`config.mk`:
```
export PLATFORM = sky130hd
export DESIGN_NAME = risc_controller_flat
export DESIGN_NICKNAME = d
export VERILOG_FILES = /design/src/rtl/risc_pkg.sv /design/src/rtl/risc_controller_if.sv /design/src/rtl/risc_phase_counter.sv /design/src/rtl/risc_controller.sv /design/src/flat_wrapper.sv
export SDC_FILE = /design/constraint.sdc
export NUM_CORES = 1
export LEC_CHECK = 0
export ABC_AREA = 1
export BUFFER_PORTS_ARGS = -buffer_cell sky130_fd_sc_hd__buf_2
export CORE_AREA = 10 10 47 49
export CTS_CLUSTER_DIAMETER = 200
export DETAILED_ROUTE_END_ITERATION = 8
export DIE_AREA = 0 0 57 59
export SYNTH_ARGS = -nofsm -noshare
export SYNTH_HDL_FRONTEND = slang
export SYNTH_SLANG_ARGS = --single-unit
```
`constraint.sdc`:
```
create_clock -name clk -period 3.7 [get_ports clk]
set_input_delay 0.555 -clock clk [delete_from_list [all_inputs] [get_ports clk]]
set_output_delay 0.555 -clock clk [all_outputs]
set_load 0.005 [all_outputs]
```
`src/rtl/risc_pkg.sv`:
```
// Shared definitions for the 8-bit RISC core: opcode and phase encodings,
// the controller strobe bundle and the ALU-operation classifier.
package risc_pkg;

    // Instruction opcodes (3-bit field of the instruction register)
    localparam logic [2:0] OP_HLT = 3'd0;
    localparam logic [2:0] OP_SKZ = 3'd1;
    localparam logic [2:0] OP_ADD = 3'd2;
    localparam logic [2:0] OP_AND = 3'd3;
    localparam logic [2:0] OP_XOR = 3'd4;
    localparam logic [2:0] OP_LDA = 3'd5;
    localparam logic [2:0] OP_STO = 3'd6;
    localparam logic [2:0] OP_JMP = 3'd7;

    // Instruction-cycle phases, stepped in this order and wrapping
    localparam logic [2:0] PH_INST_ADDR  = 3'd0;
    localparam logic [2:0] PH_INST_FETCH = 3'd1;
    localparam logic [2:0] PH_INST_LOAD  = 3'd2;
    localparam logic [2:0] PH_IDLE       = 3'd3;
    localparam logic [2:0] PH_OP_ADDR    = 3'd4;
    localparam logic [2:0] PH_OP_FETCH   = 3'd5;
    localparam logic [2:0] PH_ALU_OP     = 3'd6;
    localparam logic [2:0] PH_STORE      = 3'd7;

    localparam int NUM_PHASES = 8;

    // Control strobes produced by the controller, excluding halt
    typedef struct packed {
        logic sel;
        logic rd;
        logic ld_ir;
        logic inc_pc;
        logic ld_pc;
        logic ld_ac;
        logic wr;
        logic data_e;
    } strobes_t;

    // True for opcodes whose result is produced by the ALU and loaded into AC
    function automatic logic is_aluop(input logic [2:0] op);
        return (op == OP_ADD) || (op == OP_AND) || (op == OP_XOR) || (op == OP_LDA);
    endfunction

endpackage

```
`src/rtl/risc_controller_if.sv`:
```
// Controller-side bus: opcode/flag/enable inputs and per-phase control strobes.
interface risc_controller_if;
    logic       enable;
    logic [2:0] opcode;
    logic       zero;
    logic       sel;
    logic       rd;
    logic       ld_ir;
    logic       inc_pc;
    logic       ld_pc;
    logic       ld_ac;
    logic       wr;
    logic       data_e;
    logic       halt;
    logic [2:0] phase;

    // Controller view: consumes opcode/zero/enable, drives strobes
    modport master (
        input  enable, opcode, zero,
        output sel, rd, ld_ir, inc_pc, ld_pc, ld_ac, wr, data_e, halt, phase
    );

    // Datapath view: supplies opcode/zero/enable, receives strobes
    modport slave (
        output enable, opcode, zero,
        input  sel, rd, ld_ir, inc_pc, ld_pc, ld_ac, wr, data_e, halt, phase
    );
endinterface

```
`src/rtl/risc_phase_counter.sv`:
```
// 3-bit wrapping phase counter. Advances once per enabled clock unless frozen.
module risc_phase_counter
    import risc_pkg::*;
(
    input  logic       clk,
    input  logic       rst,
    input  logic       enable,
    input  logic       freeze,
    output logic [2:0] phase
);

    logic [2:0] phase_reg;
    logic [2:0] phase_next;

    // Next phase: step forward only when enabled and not frozen; STORE wraps to INST_ADDR
    always_comb begin
        phase_next = phase_reg;
        if (enable && !freeze) begin
            phase_next = phase_reg + 3'd1;
        end
    end

    // Phase register with asynchronous reset to INST_ADDR
    always_ff @(posedge clk or posedge rst) begin
        if (rst) begin
            phase_reg <= PH_INST_ADDR;
        end else begin
            phase_reg <= phase_next;
        end
    end

    assign phase = phase_reg;

endmodule

```
`src/rtl/risc_controller.sv`:
```
// Phase sequencer for the 8-bit RISC core: holds the sticky halt latch and
// decodes phase/opcode/zero into the per-phase datapath strobes.
module risc_controller
    import risc_pkg::*;
(
    input  logic               clk,
    input  logic               rst,
    risc_controller_if.master  bus
);

    logic [2:0]            phase_reg;
    logic                  halt_reg;
    logic                  halt_next;
    logic [NUM_PHASES-1:0] phase_hot;
    logic                  aluop;
    logic                  hlt_in_op_addr;
    strobes_t              strobes;

    // Counter freezes once halted; the halt latch is set on the edge leaving
    // OP_ADDR, so the frozen phase is OP_FETCH.
    risc_phase_counter u_phase_counter (
        .clk    (clk),
        .rst    (rst),
        .enable (bus.enable),
        .freeze (halt_reg),
        .phase  (phase_reg)
    );

    // One-hot view of the registered phase keeps the decode below readable
    genvar gi;
    generate
        for (gi = 0; gi < NUM_PHASES; gi++) begin : g_phase_hot
            assign phase_hot[gi] = (phase_reg == 3'(gi));
        end
    endgenerate

    assign aluop          = is_aluop(bus.opcode);
    assign hlt_in_op_addr = phase_hot[PH_OP_ADDR] && (bus.opcode == OP_HLT);

    // Halt latch next state: sticky once set, only reset clears it
    always_comb begin
        halt_next = halt_reg;
        if (bus.enable && hlt_in_op_addr) begin
            halt_next = 1'b1;
        end
    end

    // Halt latch register with asynchronous clear
    always_ff @(posedge clk or posedge rst) begin
        if (rst) begin
            halt_reg <= 1'b0;
        end else begin
            halt_reg <= halt_next;
        end
    end

    // Strobe decode from registered phase, opcode and zero; forced low when halted
    always_comb begin
        strobes        = '0;
        strobes.sel    = phase_hot[PH_INST_ADDR] | phase_hot[PH_INST_FETCH]
                       | phase_hot[PH_INST_LOAD] | phase_hot[PH_IDLE];
        strobes.rd     = phase_hot[PH_INST_FETCH] | phase_hot[PH_INST_LOAD]
                       | phase_hot[PH_IDLE]
                       | (aluop & (phase_hot[PH_OP_FETCH] | phase_hot[PH_ALU_OP]
                                   | phase_hot[PH_STORE]));
        strobes.ld_ir  = phase_hot[PH_INST_LOAD] | phase_hot[PH_IDLE];
        strobes.inc_pc = phase_hot[PH_OP_ADDR]
                       | (phase_hot[PH_ALU_OP] & (bus.opcode == OP_SKZ) & bus.zero);
        strobes.ld_pc  = (bus.opcode == OP_JMP) & (phase_hot[PH_ALU_OP] | phase_hot[PH_STORE]);
        strobes.ld_ac  = aluop & phase_hot[PH_STORE];
        strobes.wr     = (bus.opcode == OP_STO) & phase_hot[PH_STORE];
        strobes.data_e = (bus.opcode == OP_STO) & (phase_hot[PH_ALU_OP] | phase_hot[PH_STORE]);
        if (halt_reg) begin
            strobes = '0;
        end
    end

    assign bus.sel    = strobes.sel;
    assign bus.rd     = strobes.rd;
    assign bus.ld_ir  = strobes.ld_ir;
    assign bus.inc_pc = strobes.inc_pc;
    assign bus.ld_pc  = strobes.ld_pc;
    assign bus.ld_ac  = strobes.ld_ac;
    assign bus.wr     = strobes.wr;
    assign bus.data_e = strobes.data_e;
    assign bus.halt   = halt_reg | hlt_in_op_addr;
    assign bus.phase  = phase_reg;

endmodule

```
`src/flat_wrapper.sv`:
```
// flat-port wrapper written by rule: the top's interface ports become plain ports
module risc_controller_flat import risc_pkg::*;
  (clk, rst, bus_enable, bus_opcode, bus_zero, bus_sel, bus_rd, bus_ld_ir, bus_inc_pc, bus_ld_pc, bus_ld_ac, bus_wr, bus_data_e, bus_halt, bus_phase);
  risc_controller_if bus_i ();
  input  logic clk;
  input  logic rst;
  input wire logic [$bits(bus_i.enable)-1:0] bus_enable;
  input wire logic [$bits(bus_i.opcode)-1:0] bus_opcode;
  input wire logic [$bits(bus_i.zero)-1:0] bus_zero;
  output wire logic [$bits(bus_i.sel)-1:0] bus_sel;
  output wire logic [$bits(bus_i.rd)-1:0] bus_rd;
  output wire logic [$bits(bus_i.ld_ir)-1:0] bus_ld_ir;
  output wire logic [$bits(bus_i.inc_pc)-1:0] bus_inc_pc;
  output wire logic [$bits(bus_i.ld_pc)-1:0] bus_ld_pc;
  output wire logic [$bits(bus_i.ld_ac)-1:0] bus_ld_ac;
  output wire logic [$bits(bus_i.wr)-1:0] bus_wr;
  output wire logic [$bits(bus_i.data_e)-1:0] bus_data_e;
  output wire logic [$bits(bus_i.halt)-1:0] bus_halt;
  output wire logic [$bits(bus_i.phase)-1:0] bus_phase;
  assign bus_i.enable = bus_enable;
  assign bus_i.opcode = bus_opcode;
  assign bus_i.zero = bus_zero;
  assign bus_sel = bus_i.sel;
  assign bus_rd = bus_i.rd;
  assign bus_ld_ir = bus_i.ld_ir;
  assign bus_inc_pc = bus_i.inc_pc;
  assign bus_ld_pc = bus_i.ld_pc;
  assign bus_ld_ac = bus_i.ld_ac;
  assign bus_wr = bus_i.wr;
  assign bus_data_e = bus_i.data_e;
  assign bus_halt = bus_i.halt;
  assign bus_phase = bus_i.phase;
  risc_controller u_core (.clk(clk), .rst(rst), .bus(bus_i));
endmodule
```
==> results of run 1 <==
-- how the worst max path moves through the flow --
stage / start / end / slack [ns] / depth (start not counted)
3_5_place_dp: u_core.u_phase_counter.phase[0] / bus_sel / 1.84 / 7
2_1_floorplan: u_core.u_phase_counter.phase[0] / bus_sel / 2.05 / 6
4_1_cts: u_core.u_phase_counter.phase[0] / bus_sel / 1.58 / 7
3_3_place_gp: u_core.u_phase_counter.phase[0] / bus_sel / 1.85 / 7
6_report: u_core.u_phase_counter.phase[0] / bus_sel / 1.60 / 7
5_1_grt: u_core.u_phase_counter.phase[0] / bus_sel / 1.49 / 7
-- stage by stage --
step                      hold WS (ns)  power (mW)  worst slack [ns]  instance area (µm²)
after floorplan                  0.321      0.0492              2.05                  419
after global placement           0.441      0.0536              1.85                  529
after detailed placement         0.442      0.0537              1.84                  529
after CTS                        0.193       0.109              1.58                  552
after global routing             0.194       0.115              1.49                  552
final                            0.194       0.106              1.60                  552
-- kinds of logic (layout without fill, tap and decap cells) --
family | count (synthesis) | after routing | share of synthesized area [%]
flops | 4 | 4 | 23.9
simple gates | 28 | 28 | 34.3
xor+xnor | 1 | 1 | 2.09
compound gates | 7 | 7 | 9.25
buf+inv | 14 | 35 | 12.5
fa+ha+maj | 6 | 6 | 17.9
-- cell usage in the layout (no fill, tap or decap), types with 2 or more instances in the layout --
cell       n
o21ai_1    3
ha_1       6
inv_1     12
nor2_1     5
clkbuf_4   3
inv_2      2
nand3_1    2
dfrtp_1    4
buf_2     18
a21oi_1    3
nand2_1   13
nand2_2    2
-- synth_stat cells (all sizes together) --
library cell	number
a21oi	4
dfrtp	4
ha	6
inv	14
nand2	15
nand3	2
nand3b	1
nand4	1
nor2	6
nor3	2
nor4	1
o21ai	3
xor2	1
-- worst reg2reg max path: stages, from the launching register on --
cell	delay, ns
dfrtp_1	0.40
ha_1	0.23
ha_1	0.28
o21ai_1	0.13
-- report_power, final --
group	switching (mW)	internal, mW	total [mW]	leakage, nW
Clock	0.0172	0.0362	0.0534	0.0138
Sequential	0	0.0440	0.0440	0.0402
Combinational	0.00558	0.00343	0.00901	0.296
-- metal layers --
layer / vias up / part of all wire, % / global-route usage (%)
li1: 228 / - / -
met1: 184 / 40 / 5.50
met3: 2 / 8.9 / 2.79
met5: - / 0 / 0
met4: 0 / 1.0 / 5.03
met2: 9 / 50 / 9.46
-- final cells by class --
class / count / area (µm²) / share of cell area, %
inverters: 14 / 52.6 / 9.52
flip-flops and latches: 4 / 100 / 18.1
multi-input cells: 42 / 267 / 48.3
clock buffers: 3 / 22.5 / 4.08
well taps: 16 / 20.0 / 3.63
repair buffers: 18 / 90.1 / 16.3
==> out/qor.txt, run 1 <==
Remaining DRCs = 0
worst rel slew slack = 81.3%
WS Path Type = reg -> out
Port Buffer Count = 18
setup tns final = 0 ns
Max Freq = 477 MHz
H-Tree Depth = 1
CP required = 3.14 ns
Mapped Area = 419 µm²
reg2reg path depth = 3
CTS Buf Count = 3
CP endpoint kind = output port
Layout area overhead = 31.6%
CTS tree = built
via count = 423
R2R Path End = u_core.u_phase_counter.phase[2]
fin cells = 97
top cells by area, synth = dfrtp_1 24%, ha_1 18%, nand2_1 12%
vias per inst = 4.36
Slew Limit Fails = 0
Power Density = 193 mW/mm²
worst slew pin tran = 0.280 ns
worst path cell trace = ha_1, ha_1, inv_1, nand3_1, o21ai_1, inv_1, buf_2
Initial Util = 29.9%
post-synth top area cell = dfrtp_1
status = completed
GR Util All Layers = 5.85%
# diodes = 0
largest net degree at the start of global routing = 10
drt initial violations = 2
Worst-Skew Late Latency = 0.23 ns
share of layout cells above drive strength 1 = 35.8%
root buffer cell = clkbuf_4
Ports = 19
post-CTS setup buffers = 0
grt total ovfl = 0
1st-pass router iterations = 4
Yosys cell types = 18
largest delay contributor family on the critical path = adder cells
post-DP HPWL = 879 µm
Reg clk slew, reported paths = 0.04 ns
chip height = 59 µm
number of global-route vias before repair = 390
max cap viols = 0
maximum clock path buffer count = 2
Detailed Route WL = 970 µm
routability congestion estimate = 0.711
clock skew = 0.00311 ns
first-pass GRT wire length = 1.59 mm
CP bufs+invs = 3
Util after Layout = 39.4%
antenna violations before repair = 0
R2R Path Start = u_core.u_phase_counter.phase[0]
placed cells = 94
core region area = 0.00140 mm²
setup violators final = 0
Reg2Reg Setup Slack = 2.59 ns
DIE WIDTH = 57 µm
syn_area_per_cell = 6.99 µm²
CTS sink count = 4
antenna viol nets, final = 0
post-synth net total = 73
Final Hold Fails = 0
filler cell count = 173
WL/cell = 10.0 µm
CTS resizes = 0
Startpoint Class = register
leakage = 0.350 nW
Peak VDD IR = 143 µV
die footprint = 0.00336 mm²
area share of the largest cell type after synthesis = 23.9%
max reg flops = 3
crit share post-route = 56.6%
peak fanout along the critical path = 4
CP peak stage delay = 0.40 ns
critical path's slowest cell = dfrtp_1
Syn Inst Count = 60
flops & latches, synth = 4
worst path arrival time = 1.54 ns
Min-Delay Path Class = in -> async
# nets final = 96
fin crit period = 2.10 ns
RSZ-0062 raised after global routing = false
Hold-fix buffers, CTS = 0
sequential area share after synthesis = 23.9%
Synth Warn # = 0
FP Rows = 14
Note: power is estimated with default switching activity, not from simulation.
==> run 2, diff against run 1 <==
ABC_AREA = 0   (was 1)
clock period = 1.7 ns   (was 3.7 ns; I/O delays follow)
==> run 2 against run 1 <==
Effect of this change:
- the run now ends with setup timing left
- design area rose by 11%
- sequential cell count did not move
- count of clock-buffer cells in the layout did not move
- sequential share of layout area fell by 1.4 points
- critical path type unchanged
==> out/qor.txt, run 2 <==
Peak VDD IR = 726 µV (was 143 µV)
max reg flops = 3 (unchanged)
WS Path Type = reg -> out (unchanged)
simple-gate share of the synthesized area = 23.4% (was 34.3%)
drt initial violations = 1 (was 2)
Mapped Area = 369 µm² (was 419 µm²)
first-pass GRT wire length = 1.83 mm (was 1.59 mm)
Yosys cell types = 19 (was 18)
CTS sink count = 4 (unchanged)
area share of the largest cell type after synthesis = 27.1% (was 23.9%)
EDFF count, synth = 0 (unchanged)
DIE WIDTH = 57 µm (unchanged)
Async SR Flop Fraction = 100% (unchanged)
die footprint = 0.00336 mm² (unchanged)
post-route worst setup slack = -0.105 ns (was 1.60 ns)
crit share post-route = 106%
worst slew pin tran = 0.293 ns (was 0.280 ns)
CP peak stage delay = 0.44 ns (was 0.40 ns)
number of global-route vias before repair = 448 (was 390)
antenna violations before repair = 0 (unchanged)
Detailed Route WL = 1.13 mm (was 970 µm)
syn_area_per_cell = 8.58 µm² (was 6.99 µm²)
worst path cell trace = inv_2, ha_2, or3_1, a21oi_2, nor2_1, buf_2 (was ha_1, ha_1, inv_1, nand3_1, o21ai_1, inv_1, buf_2)
Post-Synth XOR/XNOR Area = 4.75% (was 2.09%)
Hold WS = 0.276 ns (was 0.194 ns)
Util after Layout = 43.7% (was 39.4%)
flops & latches, synth = 4 (unchanged)
antenna viol nets, final = 0 (unchanged)
sequential area share after synthesis = 27.1% (was 23.9%)
routability congestion estimate = 0.645 (was 0.711)
commonest non-fill, non-tap cell in the layout = buf_2 (unchanged)
GR Util All Layers = 6.74% (was 5.85%)
largest family of logic cells by synthesized area = simple AND/OR/NAND/NOR gates (unchanged)
Ports = 19 (unchanged)
core region area = 0.00140 mm² (unchanged)
post-DP HPWL = 814 µm (was 879 µm)
1st-pass router iterations = 4 (unchanged)
CTS tree = built (unchanged)
Power Density = 1620 mW/mm² (was 193 mW/mm²)
Port Buffer Count = 18 (unchanged)
fin cells = 85 (was 97)
ys flop type = dfrtp_1 (unchanged)
worst rel slew slack = 80.5% (was 81.3%)
RSZ-0062 raised after global routing = true (was false)
mux cell area share after synthesis = 3.05% (was 0%)
Layout area overhead = 65.8% (was 31.6%)
fin crit period = 1.80 ns
Min-Delay Path Class = in -> reg (was in -> async)
vias per inst = 4.75 (was 4.36)
most frequent cells in the layout = 18 x buf_2, 5 x nor2_1, 5 x buf_4 (was 18 x buf_2, 13 x nand2_1, 12 x inv_1)
CP bufs+invs = 2 (was 3)
Reg clk slew, reported paths = 0.04 ns (about the same)
Final Hold Fails = 0 (unchanged)
CP endpoint kind = output port (unchanged)
CTS Buf Count = 3 (unchanged)
worst path arrival time = 1.55 ns (was 1.54 ns)
leakage = 0.297 nW (was 0.350 nW)
critical path's slowest cell = dfrtp_2 (was dfrtp_1)
FP Rows = 14 (unchanged)
Worst-Skew Late Latency = 0.23 ns (about the same)
post-synthesis adder-cell area fraction = 20.3% (was 17.9%)
Synth Warn # = 0 (unchanged)
post-synthesis compound-gate area fraction = 14.9% (was 9.25%)
top-count cell post-synth = ha_1 (was nand2_1)
failing checks = setup timing
Initial Util = 26.3% (was 29.9%)
H-Tree Depth = 1 (unchanged)
WL/cell = 13.3 µm (was 10.0 µm)
post-synth net total = 56 (was 73)
top post-synthesis cells by count = 6 x ha_1, 5 x inv_1, 5 x nor2_1, 4 x dfrtp_1 (was 13 x nand2_1, 12 x inv_1, 6 x ha_1, 5 x nor2_1, 4 x dfrtp_1)
largest net degree at the start of global routing = 11 (was 10)
placed cells = 78 (was 94)
maximum clock path buffer count = 2 (unchanged)
max cap viols = 0 (unchanged)
Max Freq = 554 MHz
largest delay contributor family on the critical path = flip-flops (was adder cells)
via count = 404 (was 423)
Slew Limit Fails = 0 (unchanged)
share of layout cells above drive strength 1 = 60.9% (was 35.8%)
top cells by area, synth = dfrtp_1 27%, ha_1 20%, inv_1 5.1% (was dfrtp_1 24%, ha_1 18%, nand2_1 12%)
clock skew = 0.00124 ns (was 0.00311 ns)
# diodes = 0 (unchanged)
Remaining DRCs = 0 (unchanged)
setup violators final = 3 (was 0)
post-synth top area cell = dfrtp_1 (unchanged)
chip height = 59 µm (unchanged)
# nets final = 84 (was 96)
status = complete, but fails checks (was completed)
Startpoint Class = register (unchanged)
root buffer cell = clkbuf_4 (unchanged)
grt total ovfl = 0 (unchanged)
CP required = 1.44 ns (was 3.14 ns)
peak fanout along the critical path = 4 (unchanged)
Syn Inst Count = 43 (was 60)
[run 2: changes by cell type in the layout (fill, tap and decap cells not counted), sizes merged, moves of 2 or more]
cell    delta
inv        -9
xnor2      +2
nand3      -2
buf        +5
o21ai      -2
nand2     -13
nand2b     +3
[run 2: area by class of cell]
class / instances / area, µm²
Fill cell: 160 / 790
Multi-Input combinational cell: 33 / 310
Timing Repair Buffer: 24 / 138
Sequential cell: 4 / 103
Clock buffer: 3 / 22.5
Tap cell: 16 / 20.0
Inverter: 5 / 18.8
[run 2: report_power, final]
group	internal [mW]	total [mW]	switching, mW
Combinational	0.357	0.673	0.316
Sequential	0.139	0.202	0.0631
Clock	0.0789	0.116	0.0371
Total	0.575	0.990	0.416
[run 2: path summary, 6_finish.rpt]
kind | from | to | slack, ns | cells after the start
worst max-delay path | u_core.u_phase_counter.phase[1] | bus_sel | -0.10 | 6
worst min-delay path | bus_enable | u_core.halt_reg | 0.28 | 2
worst max register to register | u_core.u_phase_counter.phase[0] | u_core.u_phase_counter.phase[1] | 0.51 | 3
worst min register to register | u_core.u_phase_counter.phase[2] | u_core.u_phase_counter.phase[2] | 0.63 | 3
max in group asynchronous | rst | u_core.u_phase_counter.phase[1] | 1.08 | 3
min in group asynchronous | rst | u_core.u_phase_counter.phase[2] | 0.45 | 3
[run 2: repair_timing]
item,in CTS,in global routing
endpoints found under the hold margin,4,0
setup buffers,3,0
hold buffers,1,0
endpoints found under the setup margin,5,8
cloned,0,0
gates resized for setup,8,9
pin swaps,2,4
[run 2: cells by family after synthesis]
| logic type | count (synthesis) |
|---|---|
| AO/OA/AOI/OAI | 8 |
| XOR/XNOR | 2 |
| adder cells (fa/ha/maj) | 6 |
| buffers and inverters | 6 |
| flip-flops | 4 |
| multiplexers | 1 |
| AND/OR/NAND/NOR | 16 |
[run 2: per-stage QoR]
stage	setup WS (ns)	total power [mW]	TNS (ns)	instance area, µm²
after floorplan	0.171	0.474	0	369
after global placement	0.0959	0.693	0	489
after detailed placement	0.0477	0.699	0	489
after CTS	-0.120	0.917	-0.365	566
after global routing	-0.188	1.10	-0.785	612
final	-0.105	0.990	-0.240	612
[run 2: metal layers]
layer	wire length (µm)	vias to the layer above	track usage, %
met1	422	186	6.52
met5	0	-	0
li1	-	207	-
met4	0	0	5.03
met3	36	0	1.07
met2	673	11	12.6
==> run 3, diff against run 2 <==
CORE_AREA = 2 2 39 41   (was 10 10 47 49)
DIE_AREA = 0 0 41 43   (was 0 0 57 59)
REMOVE_ABC_BUFFERS = 1   (was not set)
==> run 3 against run 2 <==
Effect of this change:
- the flow still finishes with violations (setup timing)
- core utilization shrank 2.6 points
- first-iteration DRC count increased to 8.0 times the previous value
- sequential power down 4%
- combinational power decreased by 14%
- wire length shrank 27%
- setup slack better by 0.027 ns
- die area fell by 48%
- count of clock-buffer cells in the layout unchanged
- global-route usage rose by 4.8 points
- design area decreased by 7.2%
- largest cell class unchanged
- largest power group unchanged
==> out/qor.txt, run 3 (synthesis results as in run 2) <==
Remaining DRCs = 0 (unchanged)
Peak VDD IR = 784 µV (was 726 µV)
hold_sp = bus_enable (unchanged)
placed cells = 78 (unchanged)
routability congestion estimate = 0.627 (was 0.645)
grt total ovfl = 0 (unchanged)
worst rel slew slack = 81.4% (was 80.5%)
R2R Path Start = u_core.u_phase_counter.phase[0] (unchanged)
Reg2Reg Setup Slack = 0.52 ns (was 0.51 ns)
setup tns final = -0.196 ns (was -0.240 ns)
# diodes = 0 (unchanged)
CTS tree = built (unchanged)
largest net degree at the start of global routing = 11 (unchanged)
setup violators final = 4 (was 3)
DIE WIDTH = 41 µm (was 57 µm)
antenna violations before repair = 0 (unchanged)
Port Buffer Count = 18 (unchanged)
WS Path Type = reg -> out (unchanged)
share of layout cells above drive strength 1 = 52.2% (was 60.9%)
Overall Power = 887 µW (was 990 µW)
Worst-Skew Late Latency = 0.23 ns (about the same)
switching power = 354 µW (was 416 µW)
CP required = 1.44 ns (about the same)
Startpoint Class = register (unchanged)
drt initial violations = 8 (was 1)
logic gate share of total power = 65.1% (was 67.9%)
fin area = 568 µm² (was 612 µm²)
vias per inst = 4.62 (was 4.75)
1st-pass router iterations = 4 (unchanged)
commonest non-fill, non-tap cell in the layout = buf_2 (unchanged)
GR Util All Layers = 11.5% (was 6.74%)
Hold Crit Depth = 2 (unchanged)
Hold WS = 0.272 ns (was 0.276 ns)
post-DP HPWL = 671 µm (was 814 µm)
Slew Limit Fails = 0 (unchanged)
most frequent cells in the layout = 18 x buf_2, 5 x nor2_1, 5 x buf_4 (unchanged)
WL/cell = 9.69 µm (was 13.3 µm)
Initial Util = 26.7% (was 26.3%)
CP endpoint kind = output port (unchanged)
antenna viol nets, final = 0 (unchanged)
maximum clock path buffer count = 2 (unchanged)
Ports = 19 (unchanged)
Reg clk slew, reported paths = 0.04 ns (about the same)
FP Rows = 14 (unchanged)
post-route worst setup slack = -0.0775 ns (was -0.105 ns)
DP Area = 489 µm² (unchanged)
core region area = 0.00138 mm² (was 0.00140 mm²)
CTS Buf Count = 3 (unchanged)
CTS sink count = 4 (unchanged)
chip height = 43 µm (was 59 µm)
reg2reg path depth = 3 (unchanged)
switch share = 39.9% (was 42.0%)
clock skew = 0.000918 ns (was 0.00124 ns)
Final Hold Fails = 0 (unchanged)
Detailed Route WL = 824 µm (was 1.13 mm)
max cap viols = 0 (unchanged)
max reg flops = 3 (unchanged)
leakage = 0.294 nW (was 0.297 nW)
worst slew pin tran = 0.279 ns (was 0.293 ns)
Max Freq = 563 MHz (was 554 MHz)
RSZ-0062 raised after global routing = true (unchanged)
failing checks = setup timing (unchanged)
P_int = 533 µW (was 575 µW)
Layout area overhead = 53.9% (was 65.8%)
Endpoint, Worst Hold = u_core.halt_reg (unchanged)
# nets final = 84 (unchanged)
peak fanout along the critical path = 4 (unchanged)
Seq pwr share = 21.8% (was 20.4%)
fin cells = 85 (unchanged)
Min-Delay Path Class = in -> reg (unchanged)
worst path arrival time = 1.52 ns (was 1.55 ns)
H-Tree Depth = 1 (unchanged)
R2R Path End = u_core.u_phase_counter.phase[2] (was u_core.u_phase_counter.phase[1])
fin crit period = 1.78 ns (was 1.80 ns)
root buffer cell = clkbuf_4 (unchanged)
via count = 393 (was 404)
crit share post-route = 105% (was 106%)
Clock power frac = 13.2% (was 11.7%)
Power Density = 1560 mW/mm² (was 1620 mW/mm²)
first-pass GRT wire length = 1.35 mm (was 1.83 mm)
number of global-route vias before repair = 361 (was 448)
status = complete, but fails checks (unchanged)
die footprint = 0.00176 mm² (was 0.00336 mm²)
run 3: critical path: stages, from the launching register on:
cell	delay, ns
dfrtp_1	0.39
inv_2	0.07
ha_4	0.15
or3_1	0.37
a21oi_1	0.13
nor2_1	0.05
buf_2	0.13
run 3: metal layers:
layer	vias to the layer above	GRT usage, %	share of wire, %
li1	203	-	-
met1	177	12.1	40
met2	11	17.5	52
met3	2	3.14	5.1
met4	0	10.0	2.5
met5	-	0	0
run 3: worst max path at each step:
stage / startpoint / to / depth (start not counted)
final: u_core.u_phase_counter.phase[1] / bus_sel / 6
after global routing: u_core.u_phase_counter.phase[0] / bus_sel / 6
after CTS: u_core.u_phase_counter.phase[1] / bus_sel / 6
after detailed placement: u_core.u_phase_counter.phase[0] / bus_sel / 6
after global placement: u_core.u_phase_counter.phase[0] / bus_sel / 6
after floorplan: u_core.u_phase_counter.phase[0] / bus_sel / 5
run 3: layout make-up:
| cell class | count | area [µm²] |
|---|---|---|
| inverter | 5 | 18.8 |
| fill | 147 | 816 |
| clock buffer | 3 | 22.5 |
| sequential | 4 | 101 |
| tap | 16 | 20.0 |
| multi-input combinational | 33 | 268 |
| timing repair buffer | 24 | 138 |
run 3: what timing repair did:
action	CTS	global route
pin swaps	2	0
resized for setup	9	0
hold buffers	1	0
buffers inserted	2	1
setup endpoints to repair	6	8
hold endpoints to repair	4	0
run 3: power groups by stage:
stage                     Clock, mW  Combinational (mW)  Sequential (mW)
after floorplan                   0               0.289            0.184
after global placement            0               0.493            0.184
after detailed placement          0               0.498            0.189
after CTS                     0.124               0.570            0.194
after global routing          0.133               0.660            0.204
final                         0.117               0.577            0.193
run 3: stage by stage:
step / utilization [%] / worst slack (ns)
finish: 41.0 / -0.0775
global placement: 35.4 / 0.0987
floorplan: - / 0.171
CTS: 40.5 / -0.0949
detailed placement: 35.4 / 0.0422
global route: 41.0 / -0.205
